===== src/rtl/dds_sample_gen.sv =====
// Direct digital synthesis sample generator producing saw/square/triangle/sine samples on a divided tick.
// Define DDS_SINE_LUT_EN to build the quarter-wave sine table; otherwise waveform 11 falls back to triangle.
module dds_sample_gen #(
  parameter int PHASE_W = 24,
  parameter int DIV     = 240
) (
  input  logic       Fg_CLK,
  input  logic       RESETn,
  input  logic       Enable,
  input  logic       Ready,
  input  logic [3:0] Mode,
  output logic [7:0] Sample,
  output logic       SampleValid,
  output logic       Running
);

  localparam int               CNT_W    = (DIV > 1) ? $clog2(DIV) : 1;
  localparam logic [CNT_W-1:0] CNT_LAST = CNT_W'(DIV - 1);

  typedef enum logic [1:0] {IDLE, RUN, HOLD} state_t;

  state_t             state, state_next;
  logic [PHASE_W-1:0] phase, tuning_word;
  logic [PHASE_W:0]   phase_sum;
  logic [CNT_W-1:0]   tick_cnt;
  logic [3:0]         mode_q;
  logic               pending, start, advance, tick, emit;
  logic [7:0]         p, tri_val, wave;

  always_ff @(posedge Fg_CLK or negedge RESETn) begin
    if (!RESETn) state <= IDLE;
    else         state <= state_next;
  end

  // Enable=0 leaves RUN/HOLD before any Ready-driven transition is considered
  always_comb begin
    state_next = state;
    case (state)
      IDLE:    if (Enable && Ready) state_next = RUN;
      RUN:     if (!Enable) state_next = IDLE;
               else if (!Ready) state_next = HOLD;
      HOLD:    if (!Enable) state_next = IDLE;
               else if (Ready) state_next = RUN;
      default: state_next = IDLE;
    endcase
  end

  assign Running = (state != IDLE);
  assign start   = (state == IDLE) && Enable && Ready;
  assign advance = (state == RUN) && Enable && Ready;
  assign tick    = advance && (tick_cnt == CNT_LAST);
  assign emit    = advance && pending;

  always_comb begin
    tuning_word = PHASE_W'(167772);
    case (mode_q[3:2])
      2'b00: tuning_word = PHASE_W'(167772);
      2'b01: tuning_word = PHASE_W'(335544);
      2'b10: tuning_word = PHASE_W'(838861);
      2'b11: tuning_word = PHASE_W'(1677722);
      default: tuning_word = PHASE_W'(167772);
    endcase
  end

  assign phase_sum = {1'b0, phase} + {1'b0, tuning_word};
  assign p         = phase[PHASE_W-1 -: 8];
  assign tri_val   = p[7] ? ~{p[6:0], 1'b0} : {p[6:0], 1'b0};

`ifdef DDS_SINE_LUT_EN
  // round(127*sin(2*pi*i/256)) for i = 0..63
  localparam logic [6:0] SINE_Q [64] = '{
    7'd0,   7'd3,   7'd6,   7'd9,   7'd12,  7'd16,  7'd19,  7'd22,
    7'd25,  7'd28,  7'd31,  7'd34,  7'd37,  7'd40,  7'd43,  7'd46,
    7'd49,  7'd51,  7'd54,  7'd57,  7'd60,  7'd63,  7'd65,  7'd68,
    7'd71,  7'd73,  7'd76,  7'd78,  7'd81,  7'd83,  7'd85,  7'd88,
    7'd90,  7'd92,  7'd94,  7'd96,  7'd98,  7'd100, 7'd102, 7'd104,
    7'd106, 7'd107, 7'd109, 7'd111, 7'd112, 7'd113, 7'd115, 7'd116,
    7'd117, 7'd118, 7'd120, 7'd121, 7'd122, 7'd122, 7'd123, 7'd124,
    7'd125, 7'd125, 7'd126, 7'd126, 7'd126, 7'd127, 7'd127, 7'd127
  };
  logic [5:0] sine_idx;
  logic [6:0] sine_mag;
  assign sine_idx = p[6] ? ~p[5:0] : p[5:0];
  assign sine_mag = SINE_Q[sine_idx];
`endif

  always_comb begin
    wave = p;
    case (mode_q[1:0])
      2'b00: wave = p;
      2'b01: wave = {8{p[7]}};
      2'b10: wave = tri_val;
`ifdef DDS_SINE_LUT_EN
      2'b11: wave = p[7] ? (8'd128 - {1'b0, sine_mag}) : (8'd128 + {1'b0, sine_mag});
`else
      2'b11: wave = tri_val;
`endif
      default: wave = p;
    endcase
  end

  // A new Mode is only accepted on a tick whose add wraps the accumulator, so waveforms change glitch-free
  always_ff @(posedge Fg_CLK or negedge RESETn) begin
    if (!RESETn) begin
      phase       <= '0;
      tick_cnt    <= '0;
      mode_q      <= '0;
      pending     <= 1'b0;
      Sample      <= 8'h80;
      SampleValid <= 1'b0;
    end else begin
      SampleValid <= emit;
      if (start) begin
        phase    <= '0;
        tick_cnt <= '0;
        mode_q   <= Mode;
        pending  <= 1'b0;
      end else if (advance) begin
        pending <= tick;
        if (tick) begin
          tick_cnt <= '0;
          phase    <= phase_sum[PHASE_W-1:0];
          if (phase_sum[PHASE_W]) mode_q <= Mode;
        end else begin
          tick_cnt <= tick_cnt + 1'b1;
        end
      end
      if (state_next == IDLE) Sample <= 8'h80;
      else if (emit)          Sample <= wave;
    end
  end

endmodule

===== config.mk =====
export PLATFORM = sky130hd
export DESIGN_NAME = dds_sample_gen
export DESIGN_NICKNAME = d
export VERILOG_FILES = /design/src/rtl/dds_sample_gen.sv
export SDC_FILE = /design/constraint.sdc
export NUM_CORES = 1
export LEC_CHECK = 0
export ABC_AREA = 1
export BUFFER_PORTS_ARGS = -buffer_cell sky130_fd_sc_hd__buf_4
export CELL_PAD_IN_SITES_DETAIL_PLACEMENT = 0
export CELL_PAD_IN_SITES_GLOBAL_PLACEMENT = 1
export CORE_ASPECT_RATIO = 1.4
export CORE_MARGIN = 5
export CORE_UTILIZATION = 48
export CTS_CLUSTER_DIAMETER = 200
export CTS_CLUSTER_SIZE = 24
export DETAILED_ROUTE_END_ITERATION = 10
export PLACE_DENSITY_LB_ADDON = 0.1
export SETUP_SLACK_MARGIN = 0.05
export SKIP_CTS_REPAIR_TIMING = 1
export SLEW_MARGIN = 20
export SYNTH_ARGS = -nofsm -noshare
export SYNTH_HDL_FRONTEND = slang
export SYNTH_SLANG_ARGS = --single-unit

===== constraint.sdc =====
create_clock -name Fg_CLK -period 5.7 [get_ports Fg_CLK]
set_clock_uncertainty 0.05 [all_clocks]
set_input_delay 1.14 -clock Fg_CLK [delete_from_list [all_inputs] [get_ports Fg_CLK]]
set_output_delay 1.14 -clock Fg_CLK [all_outputs]
set_load 0.01 [all_outputs]

After elaboration in Yosys (flattened, before gate mapping)
Index checks and enable logic that the tools add are counted.

word-level totals
  bits in registers = 48
  input port bits = 8
  output and inout bits = 10
  word-level logic and storage cells = 61

cells by class
  add/sub/neg operators = 2
  equality and inequality tests = 9
  mux-type cells = 23
  bitwise logic cells = 1
  reductions and logical operators = 19

operators by type and width
  cell                                                             number
  24-bit one-hot mux with 4 select lines                           1
  24-bit two-way mux                                               3
  8-bit two-way mux                                                6
  24-bit by 24-bit adder with 25-bit output                        1
  8-bit one-hot mux with 3 select lines                            1
  4-bit two-way mux                                                4
  2-bit == test, second input constant                             5
  2-bit two-way mux                                                5
  2-bit nonzero test                                               5
  8-bit by 1-bit adder with 8-bit output, second input constant    1
  8-bit == test, second input constant                             1
  2-bit logical NOT                                                4
  8-bit inverter                                                   1
  1-bit logical AND                                                7
  2-bit by 1-bit == test with 1-bit output, second input constant  3
  2-bit one-hot mux with 3 select lines                            1
  3-bit AND reduction                                              1
  1-bit two-way mux                                                2
  2-bit AND reduction                                              1
  2-bit OR reduction                                               1

Longest topological paths before layout
  depth after elaboration = 7
  gate-level depth with buffers = 17
  gate-level depth less buffers = 17

Worst setup path before layout
Ideal clock, no wire load.

  kind = reg2reg
  start point = register mode_q[2]
  end point = register phase[19]
  arrival = 2.158 ns
  required time = 5.533 ns
  setup slack = 3.375 ns
  cell stages (with the launch flop) = 14
  path through = dfrtp_1 -> inv_1 -> ha_1 -> or2_2 -> ha_1 -> or2_2 -> nand3_1 -> nand2_1 -> nand2_1 -> nand2_1 -> nand2_1 -> nand3b_1 -> nand3_1 -> nand2_1

on the way
  cells in the longest elaborated chain, start to end = 6
  elaborated cells between the ends (all ways) = 9

ends and longest elaborated chain
  item                                           RTL line  text
  start, declared                                26        logic [3:0] mode_q;
  start signal, assigned                         116       mode_q <= Mode;
  start signal, assigned                         123       if (phase_sum[PHASE_W]) mode_q <= Mode;
  2-bit == test (tied with other cells)          56        case (mode_q[3:2])
  24-bit one-hot mux with 4 select lines (*)     56
  24-bit by 24-bit adder with 25-bit output (*)  65        assign phase_sum = {1'b0, phase} + {1'b0, tuning_word};
  24-bit two-way mux (*)                         120       if (tick) begin
  24-bit two-way mux (*)                         118       end else if (advance) begin
  24-bit two-way mux (*)                         113       if (start) begin
  end signal, assigned                           122       phase <= phase_sum[PHASE_W-1:0];
  end, declared                                  23        logic [PHASE_W-1:0] phase, tuning_word;

Every way passes the cells marked *; elsewhere a longest branch is shown, timed or not. The select of a mux whose other input is x is not followed.
A chain may end at the register's enable or synchronous reset.

Worst setup path after layout
  start point = register mode_q[3]
  end point = register phase[19]

Same word-level chain as after synthesis.

==> impl_metrics.ini <==
[outcome]
outcome = complete, no violations

[floorplanning]
die_h_um = 112
die_area_um2 = 9260
die_w_um = 82.8
io_pins = 18
core_um2 = 7310
start_util_pct = 48.7
rows = 37

[synth]
synthTopCellsByArea = dfrtp_1 (33%), nand2_1 (17%), ha_1 (8.8%)
synth_fa_ha_area_share_pct = 9.35
synthTopCellsByCount = nand2_1 (159), inv_1 (79), nor2_1 (49), dfrtp_1 (47), nand3_1 (36)
syn-num-nets = 554
synth_xor_area_share_pct = 0.738
synthMuxAreaShare_pct = 0
synth_top_family_by_area = simple AND/OR/NAND/NOR gates
ys_warn_count = 0
synth-edff-count = 0
seq_area_frac_synth_pct = 33.8
synthCells = 520
avgSynthCellArea_um2 = 6.85
yosys.area_share.simple_pct = 33.8
ys_types = 41
synth-seq-cells = 48
yosysTopAreaCell = dfrtp_1
synthFlopType = dfrtp_1
synth_area_um2 = 3560
synth.top_cell.area_share_pct = 33.0
synth-compound-area-share_pct = 12.7
synthMostInstantiatedCell = nand2_1
async_reset_ff_share_pct = 100

[clock_network]
clk_latency_ps = 310
cts_made_buffers = 5
cts-htree-levels = 2
numClockSinks = 48
cts_buffer_depth = 2
root_buffer = clkbuf_8
clk_pin_slew_worst_paths_ps = 100
cts_tree = built

[grt]
globalRouteTotalUtil_pct = 21.5
grt_pass1_vias = 3079
grt_max_degree = 49
overflow = 0
grt_antenna_before_repair = 0
grt_pass1_wl_um = 15200

[critical_path]
start_kind = flop
critPathSlowestCell = dfrtp_1
slowest_delay_ps = 520
cp_max_fo = 6
end_kind = flop
worst_ep_required_time_ps = 5850
worst-endpoint-arrival_ps = 2980
worstSetupPathType = flop to flop
crit_top_cell = nand2_1
path_cells = inv_1 > ha_1 > or2_2 > ha_1 > nand2_1 > inv_1 > a21oi_1 > nand2_1 > nand2_1 > nand2_1 > nand2_1 > nand3b_1 > nand3_1 > nand2_1

[power_and_ir_drop]
cellInternalPower_w = 0.000583
p_per_area_nw_per_um2 = 241
switching_share_pct = 37.7
clock_power_share_pct = 28.1
total_power_w = 0.000937
seqPwrFrac_pct = 40.4
leakage_nw = 2.09
power_switching_w = 0.000354
peakVddDrop_mv = 0.109
pwr-share-comb_pct = 31.4

[timing]
holdWs_ps = 448
relSlewSlack_pct = 33.1
maxSlewViolCount = 0
max_freq_ghz = 0.353
period_share_pct = 49.6
worst_slack_ps = 2870
hold_viol_final = 0
final.setup.tns_ps = 0
rsz0062_at_grt = no
setup_viol = 0
period_needed_ps = 2830
tightest_slew_ps = 1000

[hold_path]
hp-class = flop to flop

[drt]
drcViolationCount = 0
wl_um = 9260
wl_met3_um = 282
routed.top_layer = met4
wl_met2_um = 4800
vias = 3272
wl_met1_um = 4030
wl_per_cell_um = 14.6
via_per_inst = 5.14
detail_route.first_pass.iterations = 4
initialDrtViolationCount = 207
ant_nets = 0

[finish]
diodes = 0
num-fill-cells = 776
area_growth_syn_to_layout_pct = 9.14
nNetsFinal = 572
design_area_um2 = 3880
drive_gt1_share_pct = 8.53

[place]
dp_hpwl_um = 7270
placed_cell_area_um2 = 3770
portBuffers = 17
place_congestion = 0.857
pre_cts_ws_ps = 2610

[run]
cap_violations = 0
[cell usage in the layout, fill, tap and decap left out, types with 2 or more instances in the layout]
cell type / n
nand2_1: 159
inv_1: 79
nor2_1: 49
dfrtp_1: 47
nand3_1: 36
a21oi_1: 35
o21ai_0: 25
ha_1: 25
buf_4: 17
nor3_1: 9
o22ai_1: 6
clkbuf_8: 5
nand2_2: 3
or2_2: 3
nor3_2: 3
nand3b_1: 3
nand4_1: 3
nor2_4: 2
a31oi_1: 2
inv_2: 2
a211oi_1: 2
a32o_1: 2
o211ai_1: 2
xnor2_1: 2
a22o_1: 2
[registers in the layout, indices dropped and copies added (netlist names)]
name and count:
phase 24, state 2, tick_cnt 8, Sample 8
pending 1, SampleValid 1, mode_q 4
[through the flow]
stage          util [%]  std cells
2_1_floorplan         -        520
3_3_place_gp       51.5        628
3_5_place_dp       51.5        628
4_1_cts            53.1        636
5_1_grt            53.1        636
6_report           53.1        636
[per-layer routing]
layer,vias to the layer above,global-route usage (%)
met5,-,0
met4,0,5.56
met3,10,2.59
met2,45,37.8
met1,1508,27.0
li1,1709,-
[power by group through the flow]
stage	registers [W]	logic (W)	clock network, W
floorplan	0.000375	0.000220	0
global placement	0.000385	0.000294	0
detailed placement	0.000385	0.000293	0
CTS	0.000379	0.000295	0.000271
global route	0.000382	0.000336	0.000282
finish	0.000379	0.000295	0.000263
[critical path: cells and delay by family (launching register included)]
family / cells / cell delay, ps
AND/OR/NAND/NOR: 9 / 1170
adder cells (fa/ha/maj): 2 / 600
flip-flops: 1 / 520
buffers and inverters: 2 / 240
AO/OA/AOI/OAI: 1 / 140
[cell type report]
type,instances,area (um2),area share (%)
multi-input cells,385,2010,51.9
flip-flops and latches,48,1200,30.9
inverters,81,304,7.83
repair buffers,17,128,3.29
well taps,97,121,3.12
clock buffers,5,68.8,1.77
clock inverters,3,46.3,1.19
[path summary, 6_finish.rpt]
check                                       from                      end  slack (ps)  cells past startpoint
min in group asynchronous                 RESETn  tick_cnt[1]$_DFFE_PN0P_         790                      1
min                        mode_q[0]$_DFFE_PN0P_    mode_q[0]$_DFFE_PN0P_         450                      2
min reg2reg                mode_q[0]$_DFFE_PN0P_    mode_q[0]$_DFFE_PN0P_         450                      2
max in group asynchronous                 RESETn    phase[19]$_DFFE_PN0P_        4350                      1
max reg2reg                mode_q[3]$_DFFE_PN0P_    phase[19]$_DFFE_PN0P_        2870                     14
max                        mode_q[3]$_DFFE_PN0P_    phase[19]$_DFFE_PN0P_        2870                     14
[cells by family after synthesis]
logic type               Yosys count
AO/OA/AOI/OAI                     80
XOR/XNOR                           3
adder cells (fa/ha/maj)           26
buffers and inverters             87
flip-flops                        48
AND/OR/NAND/NOR                  276
Note: power is estimated with default switching activity, not from simulation.
